[src/rtl/snake_dir_ctrl_pkg.sv]
// Shared encodings for the snake direction controller and the position controller downstream.
// Direction codes are fixed so that the opposite heading is always code ^ 2'b10.
package snake_dir_ctrl_pkg;

  typedef enum logic [1:0] {
    DIR_UP    = 2'd0,
    DIR_RIGHT = 2'd1,
    DIR_DOWN  = 2'd2,
    DIR_LEFT  = 2'd3
  } dir_e;

  typedef enum logic [1:0] {
    ST_IDLE  = 2'd0,
    ST_RUN   = 2'd1,
    ST_PAUSE = 2'd2,
    ST_OVER  = 2'd3
  } state_e;

  // Button lane order: the four directions by code, then pause.
  localparam int unsigned NUM_BTN   = 5;
  localparam int unsigned BTN_PAUSE = 4;

  localparam int unsigned DEF_DEBOUNCE_CYCLES = 250000;
  localparam int unsigned DEF_DB_W            = 18;
  localparam int unsigned DEF_MOVE_DIV        = 6250000;
  localparam int unsigned DEF_DIV_W           = 23;

  typedef struct packed {
    logic valid;
    dir_e d;
  } turn_t;

  function automatic dir_e reverse_of(input dir_e d);
    return dir_e'(d ^ 2'b10);
  endfunction

  // Highest-priority direction press only; lower ones are never a fallback.
  function automatic turn_t pick_turn(input logic [3:0] p);
    turn_t t;
    t = '{valid: 1'b0, d: DIR_UP};
    for (int i = 3; i >= 0; i--)
      if (p[i]) t = '{valid: 1'b1, d: dir_e'(2'(i))};
    return t;
  endfunction

endpackage

[src/rtl/snake_dir_ctrl_btn_debounce.sv]
// One button lane: 2-FF synchroniser, stability counter, and a one-cycle pulse on an
// accepted rising level.
module btn_debounce #(
  parameter int unsigned DEBOUNCE_CYCLES = 250000,
  parameter int unsigned DB_W            = 18
) (
  input  logic Snake_clk,
  input  logic rst,
  input  logic raw,
  output logic press
);

  localparam logic [DB_W-1:0] CNT_LAST = DB_W'(DEBOUNCE_CYCLES - 1);

  logic            s1, s2, level;
  logic [DB_W-1:0] cnt;

  always_ff @(posedge Snake_clk or negedge rst) begin
    if (!rst) begin
      s1    <= 1'b0;
      s2    <= 1'b0;
      level <= 1'b0;
      cnt   <= '0;
      press <= 1'b0;
    end else begin
      s1    <= raw;
      s2    <= s1;
      press <= 1'b0;
      // Any sample matching the accepted level restarts the count.
      if (s2 == level) begin
        cnt <= '0;
      end else if (cnt == CNT_LAST) begin
        level <= s2;
        cnt   <= '0;
        press <= s2;
      end else begin
        cnt <= cnt + 1'b1;
      end
    end
  end

endmodule

[src/rtl/snake_dir_ctrl.sv]
// Button-to-heading front end for the snake game: turn acceptance, run/pause/over
// sequencing and the move divider that produces move_tick.
module snake_dir_ctrl
  import snake_dir_ctrl_pkg::*;
#(
  parameter int unsigned DEBOUNCE_CYCLES = DEF_DEBOUNCE_CYCLES,
  parameter int unsigned DB_W            = DEF_DB_W,
  parameter int unsigned MOVE_DIV        = DEF_MOVE_DIV,
  parameter int unsigned DIV_W           = DEF_DIV_W
) (
  input  logic       Snake_clk,
  input  logic       rst,
  input  logic       btn_up,
  input  logic       btn_right,
  input  logic       btn_down,
  input  logic       btn_left,
  input  logic       btn_pause,
  input  logic       game_over,
  output logic [1:0] dir,
  output logic       move_tick,
  output logic       paused,
  output logic       restart
);

  localparam logic [DIV_W-1:0] DIV_LAST = DIV_W'(MOVE_DIV - 1);

  logic [NUM_BTN-1:0] btn, press;

  assign btn = {btn_pause, btn_left, btn_down, btn_right, btn_up};

  for (genvar i = 0; i < NUM_BTN; i++) begin : g_db
    btn_debounce #(
      .DEBOUNCE_CYCLES(DEBOUNCE_CYCLES),
      .DB_W           (DB_W)
    ) u_db (
      .Snake_clk(Snake_clk),
      .rst      (rst),
      .raw      (btn[i]),
      .press    (press[i])
    );
  end

  state_e           state_q, state_d;
  dir_e             dir_q, dir_d, pend_q, pend_d;
  logic [DIV_W-1:0] div_q, div_d;
  logic             tick_q, tick_d, restart_q, restart_d;
  turn_t            turn;
  logic             take, pause_hit;

  assign turn      = pick_turn(press[3:0]);
  assign take      = turn.valid && (turn.d != reverse_of(dir_q));
  assign pause_hit = press[BTN_PAUSE];

  always_comb begin
    state_d   = state_q;
    dir_d     = dir_q;
    pend_d    = pend_q;
    div_d     = div_q;
    tick_d    = 1'b0;
    restart_d = 1'b0;
    case (state_q)
      ST_IDLE: begin
        div_d = '0;
        if (take) begin
          pend_d  = turn.d;
          state_d = ST_RUN;
        end
      end
      ST_RUN: begin
        if (take) pend_d = turn.d;
        // A collision suppresses the tick even when the divider is due to wrap.
        if (game_over) begin
          state_d = ST_OVER;
        end else if (pause_hit) begin
          state_d = ST_PAUSE;
        end else if (div_q == DIV_LAST) begin
          div_d  = '0;
          tick_d = 1'b1;
          dir_d  = pend_q;
        end else begin
          div_d = div_q + 1'b1;
        end
      end
      ST_PAUSE: begin
        if (game_over)      state_d = ST_OVER;
        else if (pause_hit) state_d = ST_RUN;
      end
      ST_OVER: begin
        div_d = '0;
        if (pause_hit) begin
          state_d   = ST_IDLE;
          restart_d = 1'b1;
          dir_d     = DIR_RIGHT;
          pend_d    = DIR_RIGHT;
        end
      end
      default: state_d = ST_IDLE;
    endcase
  end

  always_ff @(posedge Snake_clk or negedge rst) begin
    if (!rst) begin
      state_q   <= ST_IDLE;
      dir_q     <= DIR_RIGHT;
      pend_q    <= DIR_RIGHT;
      div_q     <= '0;
      tick_q    <= 1'b0;
      restart_q <= 1'b0;
    end else begin
      state_q   <= state_d;
      dir_q     <= dir_d;
      pend_q    <= pend_d;
      div_q     <= div_d;
      tick_q    <= tick_d;
      restart_q <= restart_d;
    end
  end

  assign dir       = dir_q;
  assign move_tick = tick_q;
  assign restart   = restart_q;
  assign paused    = (state_q == ST_PAUSE);

endmodule

[config.mk]
export PLATFORM = sky130hd
export DESIGN_NAME = snake_dir_ctrl
export DESIGN_NICKNAME = d
export VERILOG_FILES = /design/src/rtl/snake_dir_ctrl_pkg.sv /design/src/rtl/snake_dir_ctrl_btn_debounce.sv /design/src/rtl/snake_dir_ctrl.sv
export SDC_FILE = /design/constraint.sdc
export NUM_CORES = 1
export LEC_CHECK = 0
export ABC_AREA = 1
export BUFFER_PORTS_ARGS = -buffer_cell sky130_fd_sc_hd__buf_4
export CAP_MARGIN = 20
export CORE_ASPECT_RATIO = 1.5
export CORE_MARGIN = 5
export CORE_UTILIZATION = 40
export DETAILED_ROUTE_END_ITERATION = 8
export GPL_TIMING_DRIVEN = 0
export PLACE_DENSITY_LB_ADDON = 0.12
export SYNTH_ARGS = -nofsm -noshare
export SYNTH_HDL_FRONTEND = slang
export SYNTH_SLANG_ARGS = --single-unit
[constraint.sdc]
create_clock -name Snake_clk -period 1.75 [get_ports Snake_clk]
set_input_delay 0 -clock Snake_clk [delete_from_list [all_inputs] [get_ports Snake_clk]]
set_output_delay 0 -clock Snake_clk [all_outputs]
set_load 0.05 [all_outputs]
======== Word-level counts from Yosys, hierarchy flattened ========
Index checks and enable logic that the tools add are counted.
word-level totals
  bits in registers ....................... 141
  output and inout port bits .............. 5
  word-level logic and storage cells ...... 129
cells by class
  add/sub/neg operators ................... 6
  equal/unequal tests ..................... 23
  multiplexer cells ....................... 47
  bitwise gates (word level) .............. 6
  reductions and logical operators ........ 16
operator list
  cell                     count
  $mux W18                 10
  $add A18 B1 Y18 const B  5
  $eq A18 B18 Y1 const B   5
  $mux W23                 3
  $pmux W23 S2             1
  $add A23 B1 Y23 const B  1
  $eq A23 B23 Y1 const B   1
  $mux W2                  10
  $mux W1                  16
  $mux W3                  4
  $reduce_and A2 Y1        5
  $ne A2 B2 Y1 const B     4
  $pmux W2 S2              2
  $pmux W2 S4              1
  $ne A3 B2 Y1 const B     2
  $not A1 Y1               6
  $reduce_and A3 Y1        2
  $reduce_bool A2 Y1       3
  $eq A1 B1 Y1             5
  $reduce_and A5 Y1        1
  $eq A2 B2 Y1 const B     2
  $ne A2 B1 Y1 const B     2
  $reduce_and A4 Y1        1
  $reduce_or A2 Y1         2
  other kinds (4)          4

======== Logic depth before layout (Yosys ltp) ========
Gate-level depths: netlist of run 1.
  depth in word-level cells ............... 8
  mapped depth ............................ 11
  gate-level depth less buffers ........... 11

======== Hierarchy ========
Synthesis of run 1 repeated with hierarchy kept, for this count alone.
unflattened totals
  cells, all modules ...................... 1,023
  area, all modules ....................... 7,868.8 µm²
by module, submodules not included
  module                           instances  cells an instance  area an instance (µm²)
  btn_debounce (g_db[0].u_db ...)  4          138                1,132.3
  snake_dir_ctrl                   1          335                2,189.6
  btn_debounce (g_db[2].u_db)      1          136                1,149.9

======== Worst setup path before layout of run 1 ========
No wires, ideal clock.
  path kind ............................... reg2reg
  start ................................... reg state_q[1]
  end ..................................... reg div_q[7]
  arrival time ............................ 1.633 ns
  data required time ...................... 1.624 ns
  path slack .............................. -0.009 ns
  stages on the path, launching flop included .. 10
  buffers on the path ..................... 2
  cells stage by stage .................... dfrtp_1 > inv_1 > ha_1 > buf_2 > o22ai_2 > inv_2 > buf_2 > nor2_1 > xor2_1 > nor2_1
on the way
  cells in the longest elaborated chain, start to end .. 4
  elaborated cells between the ends (all ways) .. 9
  those cells by class .................... eq/ne: 4; mux: 1; reduce/logical: 4
ends and longest elaborated chain
  what                                                     line                   text
  start, declared                                          snake_dir_ctrl.sv:43   state_e state_q, state_d;
  start signal, assigned                                   snake_dir_ctrl.sv:110  state_q <= state_d;
  $eq A2 B2 Y1 / $logic_not A2 Y1 (equally long branches)  snake_dir_ctrl.sv:61   case (state_q)
  $reduce_or A2 Y1 (no source line)                        --
  $reduce_bool A2 Y1 (no source line)                      --
  $reduce_and A3 Y1 (no source line)                       --
  end signal, assigned                                     snake_dir_ctrl.sv:113  div_q <= div_d;
  end, declared                                            snake_dir_ctrl.sv:45   logic [DIV_W-1:0] div_q, div_d;
Parallel ways exist; a longest one is shown, timed or not.
A chain may end at the register's enable or synchronous reset.

======== Worst setup path after layout of run 1 ========
Ends and elaborated chain as after synthesis.

==> metrics.txt, run 1 <==
DR pass1 iterations 6; FFs w/ async S/R, synth between 90% and 100%; DP Wirelength ~13000 um; Die Height 183 um; Nets 1120; Mean Syn Cell Area roughly 7.6 um2; Mapped Nets around 1.1k; clk_lat worst skew ~0.42 ns; Layout area overhead 17.1%; static leakage power about 0.0041 uW; IO Count 13; Slew Limit Fails 0; Placer Congestion between 0.8 and 0.9; die area around 23000 um2; met2 global-route usage between 30% and 40%; # fillers 1954; initial core utilization about two fifths; Pwr Density 766 nW/um2; Syn. warnings 0; Netlist Area Pre-Place between 7000 and 8000 um2; Inserted Clock Buffers 17; vias in the first global route roughly 6.7k; setup violators final 0; Post-synth EDFFs 0; drt wl/cell about 13 um; max cap viols 0; RSZ-0062 raised after global routing true; Sink Count between 100 and 150; met3 GRT Util under 10%; dominant synthesized flop cell dfrtp_1; startpoint types flip-flop; final worst path period share between 90% and 100%; first-pass GRT wire length roughly 31000 um; Worst Path Max Fanout 6; final-report hold violation count 0; core area 19600 um2; diode count 0; GRT Total Usage 16.6%; met1 GRT Util between 10% and 20%; CTS tree yes; fraction of layout cells with a size suffix above 1 ~14%; Fmax 587 MHz; storage element area ~3500 um2; status completed; DR vias/cell approximately 4.9; Peak supply drop between 0.6 and 0.7 mV; GRT overflow 0; Synth cell types 38; skew final between 0.01 and 0.015 ns; global route hottest layer met2; Placement Rows 63; HP Class in -> async; Antenna Violating Nets Remaining 0; Die X between 100 and 150 um; cells after synthesis 1049; power consumption between 7000 and 8000 uW; root buffer cell clkbuf_16; htree depth 4; Worst EP required a little over 2 ns; clk buf depth 2; Iter 0 DRT Violations 454; setup ws final 0.0452 ns; Total Wirelength between 15000 and 20000 um; final worst path period need 1.70 ns; endpoint type of the worst setup path flip-flop; Residual DRC 0; footprint of the multi-input gates 3970 um2; largest net degree at the start of global routing between 70 and 80; port buffer count 12; dpl ws -0.287 ns; #FFs+latches synth 141; clk slew on worst S/H paths 0.06 ns; Critical Setup Path Class reg -> reg; sequential share of the synthesized area around 44%; vias after detailed routing approximately 6.7k; crit path DAT about 2.0 ns; Max-Slew Margin vs Limit ~52%; initial antenna violation count 0; Worst-Margin Slew 0.713 ns
==> cell usage in the layout (no fill, tap or decap), types with 9 or more instances in the layout <==
master and count:
nand2_1 224, nor2_1 195, dfrtp_1 138, inv_1 114, nand3_1 79, nand4_1 44, nor3_1 42, xor2_1 38
buf_4 24, inv_2 19, o21ai_0 17, clkbuf_16 17, nor2_2 14, a21oi_1 12, nand2_2 12, nand3_2 9
==> final cells by class <==
type | instances | area share [%]
buffer | 7 | 0.754
clock buffer | 19 | 4.77
clock inverter | 13 | 1.52
inverter | 135 | 5.51
multi-input combinational | 766 | 42.7
sequential | 141 | 38.0
tap | 260 | 3.50
timing repair buffer | 34 | 3.23
==> logic make-up after synthesis <==
group           Yosys count  share of synthesized area (%)
buf+inv                 142                           6.97
xor+xnor                 43                           4.75
simple gates            664                           38.6
flops                   141                           44.5
compound gates           49                           3.60
fa+ha+maj                10                           1.58
==> sequential cells by signal, summed over array words and instances (netlist names), 2 cells and up <==
name / flops
g_db.u_db.level: 5
dir: 2
pend_q: 2
g_db.u_db.s1: 5
g_db.u_db.s2: 5
g_db.u_db.press: 5
div_q: 23
state_q: 2
g_db.u_db.cnt: 90
==> cells in the mapped netlist (3+ instances only) <==
| master | instances | share of area (%) |
|---|---|---|
| dfrtp_1 | 139 | 44 |
| nor2_2 | 12 | 0.95 |
| o21ai_1 | 7 | 0.44 |
| nand3b_1 | 5 | 0.47 |
| nand2_1 | 229 | 11 |
| nor3_1 | 42 | 2.6 |
| nand2_2 | 10 | 0.79 |
| nor3b_1 | 7 | 0.66 |
| ha_1 | 10 | 1.6 |
| o21ai_0 | 17 | 1.1 |
| nor3_4 | 3 | 0.61 |
| nor4_1 | 6 | 0.47 |
| o21bai_1 | 6 | 0.57 |
| inv_1 | 117 | 5.5 |
| or2_2 | 3 | 0.24 |
| nor2_1 | 199 | 9.4 |
| xor2_1 | 38 | 4.2 |
| nand3_2 | 10 | 1.3 |
| nand3_1 | 79 | 5.0 |
| nor2_4 | 4 | 0.57 |
| nand2_4 | 3 | 0.43 |
| inv_2 | 17 | 0.80 |
| a21oi_1 | 13 | 0.82 |
| nor3_2 | 4 | 0.50 |
| xnor2_1 | 5 | 0.55 |
| nand4_1 | 44 | 3.5 |
| buf_2 | 4 | 0.25 |
==> power by group <==
| part | internal [uW] | switching [uW] | leakage [uW] | total (uW) |
|---|---|---|---|---|
| clock network | 2140 | 1440 | 0.000280 | 3580 |
| logic | 69.8 | 143 | 0.00187 | 213 |
| registers | 3300 | 30.2 | 0.00193 | 3330 |
| total | 5510 | 1610 | 0.00407 | 7120 |
==> what timing repair did <==
| item | 4_1_cts | 5_1_grt |
|---|---|---|
| buffers inserted | 2 | 11 |
| cloned | 0 | 1 |
| pin swaps | 0 | 10 |
| hold buffers | 7 | 0 |
| endpoints found under the hold margin | 81 | 0 |
| resized for setup | 11 | 31 |
| setup endpoints to repair | 23 | 35 |
==> through the flow <==
step / hold WS (ns) / util (%) / TNS (ns) / instance area (um2) / instances
2_1_floorplan: -0.296 / - / 0 / 7940 / 1049
3_3_place_gp: 0.110 / 42.5 / -6.20 / 8350 / 1321
3_5_place_dp: 0.0832 / 42.7 / -2.83 / 8380 / 1322
4_1_cts: 0.192 / 46.3 / -0.0122 / 9080 / 1363
5_1_grt: 0.223 / 47.4 / -0.115 / 9290 / 1375
6_report: 0.171 / 47.4 / 0 / 9290 / 1375
==> worst max-delay path, stage by stage, from the launching register on <==
cell	delay [ns]
dfrtp_2	0.43
inv_4	0.09
ha_4	0.20
buf_6	0.12
o22ai_4	0.24
inv_4	0.09
buf_8	0.14
nor2_4	0.08
xor2_1	0.15
nor2_1	0.05
==> metal layers <==
metal / wire (um) / part of all wire [%] / vias to the layer above
met4: 427 / 2.4 / 0
li1: - / - / 3478
met2: 9470 / 52 / 80
met3: 435 / 2.4 / 23
met5: 0 / 0 / -
met1: 7790 / 43 / 3103
==> final timing paths <==
path	from	to	slack, ns	cells past startpoint
max in group asynchronous	rst	pend_q[0]$_DFFE_PN1P_	0.75	3
setup / recovery	state_q[1]$_DFFE_PN0P_	div_q[7]$_DFFE_PN0P_	0.05	9
hold reg to reg	g_db[0].u_db.s1$_DFF_PN0_	g_db[0].u_db.s2$_DFF_PN0_	0.34	0
hold / removal	rst	div_q[9]$_DFFE_PN0P_	0.17	2
min in group Snake_clk	btn_left	g_db[3].u_db.s1$_DFF_PN0_	0.23	2
setup reg to reg	state_q[1]$_DFFE_PN0P_	div_q[7]$_DFFE_PN0P_	0.05	9
Note: power is estimated with default switching activity, not from simulation.
==> inputs of run 2 (changes only) <==
Settings changed: RECOVER_POWER set to 100, TNS_END_PERCENT set to 20.
==> run 2 against run 1 <==
  * Combinational power decreased by 3%
  * Setup slack better by 0.0069 ns
  * Sequential cell count is the same
  * Global-route usage unchanged
  * Sequential share of layout area rose by 0.13 points
  * Die area unchanged
  * Sequential power hardly changed
  * Power hardly changed
  * Largest cell class unchanged
  * Highest routed layer unchanged
==> metrics.txt, run 2 (same netlist as run 1, synthesis figures left out) <==
Total Wirelength 18100 um (+0.13%); clk slew on worst S/H paths 0.06 ns (about the same); Layout area overhead 16.7%; Worst-Margin Slew 1.06 ns (+0.345 ns); CP startpoint state_q[1]$_DFFE_PN0P_; RSZ-0062 raised after global routing true; status completed; htree depth 4 (unchanged); skew final 0.0104 ns (-0.000154 ns); Die Height 183 um (unchanged); vias in the first global route 6735 (unchanged); GRT overflow 0 (unchanged); initial antenna violation count 0 (unchanged); DP Wirelength 13200 um (unchanged); Worst EP required 2.05 ns (about the same); Sink Count 141 (unchanged); Placer Congestion 0.890 (unchanged); HP Class in -> reg; DR pass1 iterations 6 (unchanged); Fmax 589 MHz (+0.41%); setup slack, reg-to-reg 0.05 ns (about the same); endpoint type of the worst setup path flip-flop; placed instance count 1322 (unchanged); IO Count 13 (unchanged); Slew Limit Fails 0 (unchanged); Placement Rows 63 (unchanged); Setup TNS Final 0 ns (unchanged); Register-to-Register Path Depth 9 (unchanged); Non-Filler Instances 1372 (-0.22%); Residual DRC 0 (unchanged); diode count 0 (unchanged); reg2reg start state_q[1]$_DFFE_PN0P_; Pwr Density 768 nW/um2 (+0.25%); Peak supply drop 0.610 mV (about the same); setup violators final 0 (unchanged); Die X 125 um (unchanged); crit path DAT 2.00 ns (about the same); initial core utilization 40.4% (unchanged); Worst Path Max Fanout 6 (unchanged); Antenna Violating Nets Remaining 0 (unchanged); most common cell after layout, fill and taps aside nand2_1; max FFs per register 90 (unchanged); max cap viols 0 (unchanged); critical path capture point div_q[7]$_DFFE_PN0P_; final worst path period share 97.0% (-0.40 points); final worst path period need 1.70 ns (-0.00695 ns); Nets 1117 (-0.27%); fraction of layout cells with a size suffix above 1 13.3% (-0.59 points); DR vias/cell 4.88 (+0.40%); port buffer count 12 (unchanged); vias after detailed routing 6696 (+0.18%); CTS tree yes; core area 19600 um2 (unchanged); Critical Setup Path Class reg -> reg; final hold slack 0.249 ns (+0.0782 ns); drt wl/cell 13.2 um (+0.35%); final-report hold violation count 0 (unchanged); largest net degree at the start of global routing 74 (unchanged); largest reg by FF count g_db.u_db.cnt; startpoint types flip-flop; clk_lat worst skew 0.42 ns (about the same); first-pass GRT wire length 31500 um (unchanged); root buffer cell clkbuf_16; Iter 0 DRT Violations 434 (-4.4%); largest registers g_db.u_db.cnt x90, div_q x23; die area 22800 um2 (unchanged); clk buf depth 2 (unchanged); GRT Total Usage 16.6% (unchanged); Max-Slew Margin vs Limit 29.4% (-23 points); Core Util, Final 47.2% (-0.16 points); static leakage power 0.00404 uW (-0.82%); most frequent cells in the layout nand2_1 (224), nor2_1 (195), dfrtp_1 (138); Inserted Clock Buffers 17 (unchanged); Worst R2R End div_q[7]$_DFFE_PN0P_
==> run 2: final cells by class <==
| type | instances | area [um2] |
|---|---|---|
| Buffer | 7 | 70.1 |
| Multi-Input combinational cell | 766 | 3980 |
| Sequential cell | 141 | 3530 |
| Timing Repair Buffer | 31 | 263 |
| Inverter | 135 | 512 |
| Tap cell | 260 | 325 |
| Clock inverter | 13 | 141 |
| Clock buffer | 19 | 443 |
| Fill cell | 1962 | 10400 |
==> run 2: worst min-delay path by stage <==
stage,end,start,depth (start not counted)
after global routing,g_db[3].u_db.s1$_DFF_PN0_,btn_left,2
after global placement,g_db[0].u_db.s1$_DFF_PN0_,btn_up,1
after CTS,div_q[9]$_DFFE_PN0P_,rst,2
after floorplan,dir[1]$_DFFE_PN0P_,rst,0
after detailed placement,div_q[9]$_DFFE_PN0P_,rst,1
final,g_db[1].u_db.s1$_DFF_PN0_,btn_right,2
==> run 2: layer usage <==
metal / up-vias / share of wire [%] / global-route usage, %
met1: 3122 / 43 / 18.9
met3: 25 / 2.2 / 3.34
met4: 0 / 2.5 / 5.43
met2: 80 / 52 / 30.8
li1: 3469 / - / -
met5: - / 0 / 0
==> run 2: power breakdown <==
part / total [uW] / switching, uW / internal, uW
Clock: 3580 / 1440 / 2140
Sequential: 3330 / 31.7 / 3300
Combinational: 207 / 142 / 65.4
==> run 2: through the flow <==
stage / total power, uW / cell area, um2 / setup WS (ns)
after floorplan: 3470 / 7940 / 0.0147
after global placement: 3580 / 8350 / -0.288
after detailed placement: 3590 / 8380 / -0.287
after CTS: 7240 / 9080 / -0.0122
after global routing: 7420 / 9260 / -0.0399
final: 7120 / 9260 / 0.0522
==> run 2: timing repair <==
item | in CTS | in global routing
pin swaps | 0 | 9
hold buffers | 7 | 0
gates resized for setup | 11 | 30
setup buffers | 2 | 8
gates cloned | 0 | 1
setup endpoints to repair | 23 | 35
endpoints found under the hold margin | 81 | 0
==> run 2: critical path: stages, from the launching register on <==
cell     delay (ns)
dfrtp_2        0.42
inv_4          0.09
ha_4           0.20
buf_6          0.12
o22ai_4        0.24
inv_4          0.09
buf_8          0.14
nor2_4         0.08
xor2_1         0.15
nor2_1         0.05
==> inputs of run 3 (changes only) <==
Settings changed: CELL_PAD_IN_SITES_DETAIL_PLACEMENT set to 0, CELL_PAD_IN_SITES_GLOBAL_PLACEMENT set to 1, SYNTH_HIERARCHICAL set to 1.
==> run 3 against run 2 <==
  * Register-to-register slack improved by 0.04 ns
  * Critical path depth increased by 1
  * Utilization decreased by 0.18 points
  * Power decreased by 2.1%
  * Cell area decreased by 2.4%
  * Fmax increased by 2.2%
  * First-iteration DRC count decreased by 41%
  * Sequential share of layout area increased by 0.92 points
  * Largest cell class unchanged
  * Largest power group unchanged
==> metrics.txt, run 3 <==
Metal-1 WL 7390 um (-5.4%); DR pass1 iterations 4 (-2); Placement Rows 62 (-1.6%); power consumption 6970 uW (-2.1%); Antenna Violating Nets Remaining 0 (unchanged); root buffer cell clkbuf_16; final worst path period share 94.9% (-2.1 points); most frequent cell after synthesis nand2_1; Max-Slew Margin vs Limit 33.4% (+4.0 points); Non-Filler Instances 1338 (-2.5%); diode count 0 (unchanged); GRT Total Usage 15.8% (-0.79 points); placed instance count 1292 (-2.3%); Iter 0 DRT Violations 256 (-41%); setup violators final 0 (unchanged); Synth cell types 34 (-11%); met2 routed WL 8790 um (-7.3%); HP Class in -> reg; dominant synthesized flop cell dfrtp_1; Setup TNS Final 0 ns (unchanged); final worst path period need 1.66 ns (-0.0366 ns); skew final 0.00954 ns (-0.000838 ns); Slew Limit Fails 0 (unchanged); Max Used Layer met4; Critical Setup Path Class reg -> reg; DR vias/cell 4.64 (-4.8%); most common cell after layout, fill and taps aside nand2_1; port buffer count 12 (unchanged); largest net degree at the start of global routing 75 (+1.4%); Die X 125 um (-0.38%); #FFs+latches synth 141 (unchanged); RSZ-0062 raised after global routing true; Die Height 182 um (-0.39%); final hold slack 0.249 ns (-0.000225 ns); post-synth top area share 44.2% (+0.37 points); Netlist Area Pre-Place 7870 um2 (-0.84%); most frequent cells in the layout nand2_1 (222), nor2_1 (196), dfrtp_1 (138); static leakage power 0.00392 uW (-2.9%); status completed; vias after detailed routing 6215 (-7.2%); Sink Count 141 (unchanged); Pwr Density 770 nW/um2 (+0.23%); die area 22600 um2 (-0.78%); Worst-Margin Slew 0.998 ns (-0.0601 ns); Mean Syn Cell Area 7.69 um2 (+1.7%); fraction of layout cells with a size suffix above 1 15.7% (+2.4 points); Fmax 602 MHz (+2.2%); largest reg by FF count g_db.u_db/cnt; Nets 1087 (-2.7%); max cap viols 0 (unchanged); first-pass GRT wire length 29600 um (-6.1%); largest registers g_db.u_db/cnt x90, div_q x23; initial core utilization 40.9% (+0.47 points); drt wl/cell 12.5 um (-5.4%); # fillers 2007 (+2.3%); Synth area leaders dfrtp_1 (44%), nand2_1 (11%), nor2_1 (9.4%), inv_1 (5.0%), nand3_1 (4.9%); Residual DRC 0 (unchanged); IO Count 13 (unchanged); met3 WL 290 um (-27%); CTS tree yes; initial antenna violation count 0 (unchanged); Peak supply drop 0.639 mV (+4.9%); sequential share of the synthesized area 44.9% (+0.37 points); clk slew on worst S/H paths 0.06 ns (about the same); Inserted Clock Buffers 17 (unchanged); startpoint types flip-flop; Worst EP required 2.05 ns (about the same); Layout area overhead 14.9%; max FFs per register 90 (unchanged); Syn. warnings 6 (+6); htree depth 4 (unchanged); clk_lat worst skew 0.41 ns (about the same); crit path DAT 1.96 ns (-0.04 ns); Worst Path Max Fanout 8 (+2); cells after synthesis 1023 (-2.5%); final-report hold violation count 0 (unchanged); Total Wirelength 16800 um (-7.7%); Synth area leader dfrtp_1; clk buf depth 2 (unchanged); Commonest cells post-synth nand2_1 (224), nor2_1 (198), dfrtp_1 (139); vias in the first global route 6239 (-7.4%); endpoint type of the worst setup path flip-flop; DP Wirelength 12500 um (-5.4%); Post-synth EDFFs 0 (unchanged); core area 19200 um2 (-2.0%); GRT overflow 0 (unchanged); FFs w/ async S/R, synth 100% (unchanged); Placer Congestion 0.817 (-8.2%); Mapped Nets 1041 (-2.4%)
==> run 3: path summary, 6_finish.rpt <==
kind / start / slack, ns / end / cells past startpoint
max: div_q[1]$_DFFE_PN0P_ / 0.09 / div_q[5]$_DFFE_PN0P_ / 10
min: btn_left / 0.25 / g_db[3].u_db/s1$_DFF_PN0_ / 2
max reg2reg: div_q[1]$_DFFE_PN0P_ / 0.09 / div_q[5]$_DFFE_PN0P_ / 10
min reg2reg: g_db[3].u_db/s1$_DFF_PN0_ / 0.35 / g_db[3].u_db/s2$_DFF_PN0_ / 0
max in group asynchronous: rst / 0.56 / state_q[1]$_DFFE_PN0P_ / 3
min in group asynchronous: rst / 0.31 / g_db[2].u_db/cnt[10]$_DFF_PN0_ / 2
==> run 3: worst max-delay path, cell delays in order, from the launching register on <==
cell and delay [ns]:
dfrtp_1 0.39, ha_2 0.22, nand2_1 0.09, inv_1 0.10, nand2_1 0.09, nor2_1 0.12
nand3_1 0.13, nand2_2 0.14, nand2_4 0.11, o21ai_0 0.10, nor2_1 0.06
==> run 3: stage by stage <==
stage	utilization, %	setup WS (ns)	cell area [um2]
floorplan	-	0.0355	7870
global placement	43.0	-0.214	8280
detailed placement	43.2	-0.208	8310
CTS	46.9	0.0140	9020
global route	47.0	-0.0309	9040
finish	47.0	0.0888	9040
==> run 3: where the power goes <==
| group | internal (uW) | switching (uW) | leakage, uW |
|---|---|---|---|
| clock | 2000 | 1430 | 0.000259 |
| sequential | 3300 | 32.1 | 0.00193 |
| combinational | 60.6 | 139 | 0.00174 |
==> run 3: cell families after synthesis <==
family / synth area share [%]
adders and majority gates: 1.59
buffers and inverters: 6.36
DFF: 44.9
xor gates and xnor gates: 5.34
AOI/OAI and AO/OA: 3.58
and+or+nand+nor: 38.3
==> run 3: routing by layer <==
layer / vias up / track usage (%)
li1: 3313 / -
met1: 2848 / 18.2
met2: 39 / 29.2
met3: 15 / 2.85
met4: 0 / 5.31
met5: - / 0
==> run 3: layout make-up <==
| class | count | area (um2) | share of cell area [%] |
|---|---|---|---|
| inverters | 121 | 458 | 5.06 |
| plain buffers | 6 | 35.0 | 0.387 |
| multi-input cells | 754 | 3890 | 43.1 |
| clock inverters | 12 | 113 | 1.25 |
| clock buffers | 20 | 447 | 4.94 |
| flip-flops and latches | 141 | 3530 | 39.1 |
| repair buffers | 28 | 245 | 2.71 |
| well taps | 256 | 320 | 3.54 |
==> run 3: what timing repair did <==
action	in CTS	in global routing
buffers inserted	4	4
endpoints found under the hold margin	71	0
setup endpoints to repair	23	19
hold buffers	7	0
pin swaps	3	5
resized for setup	9	11
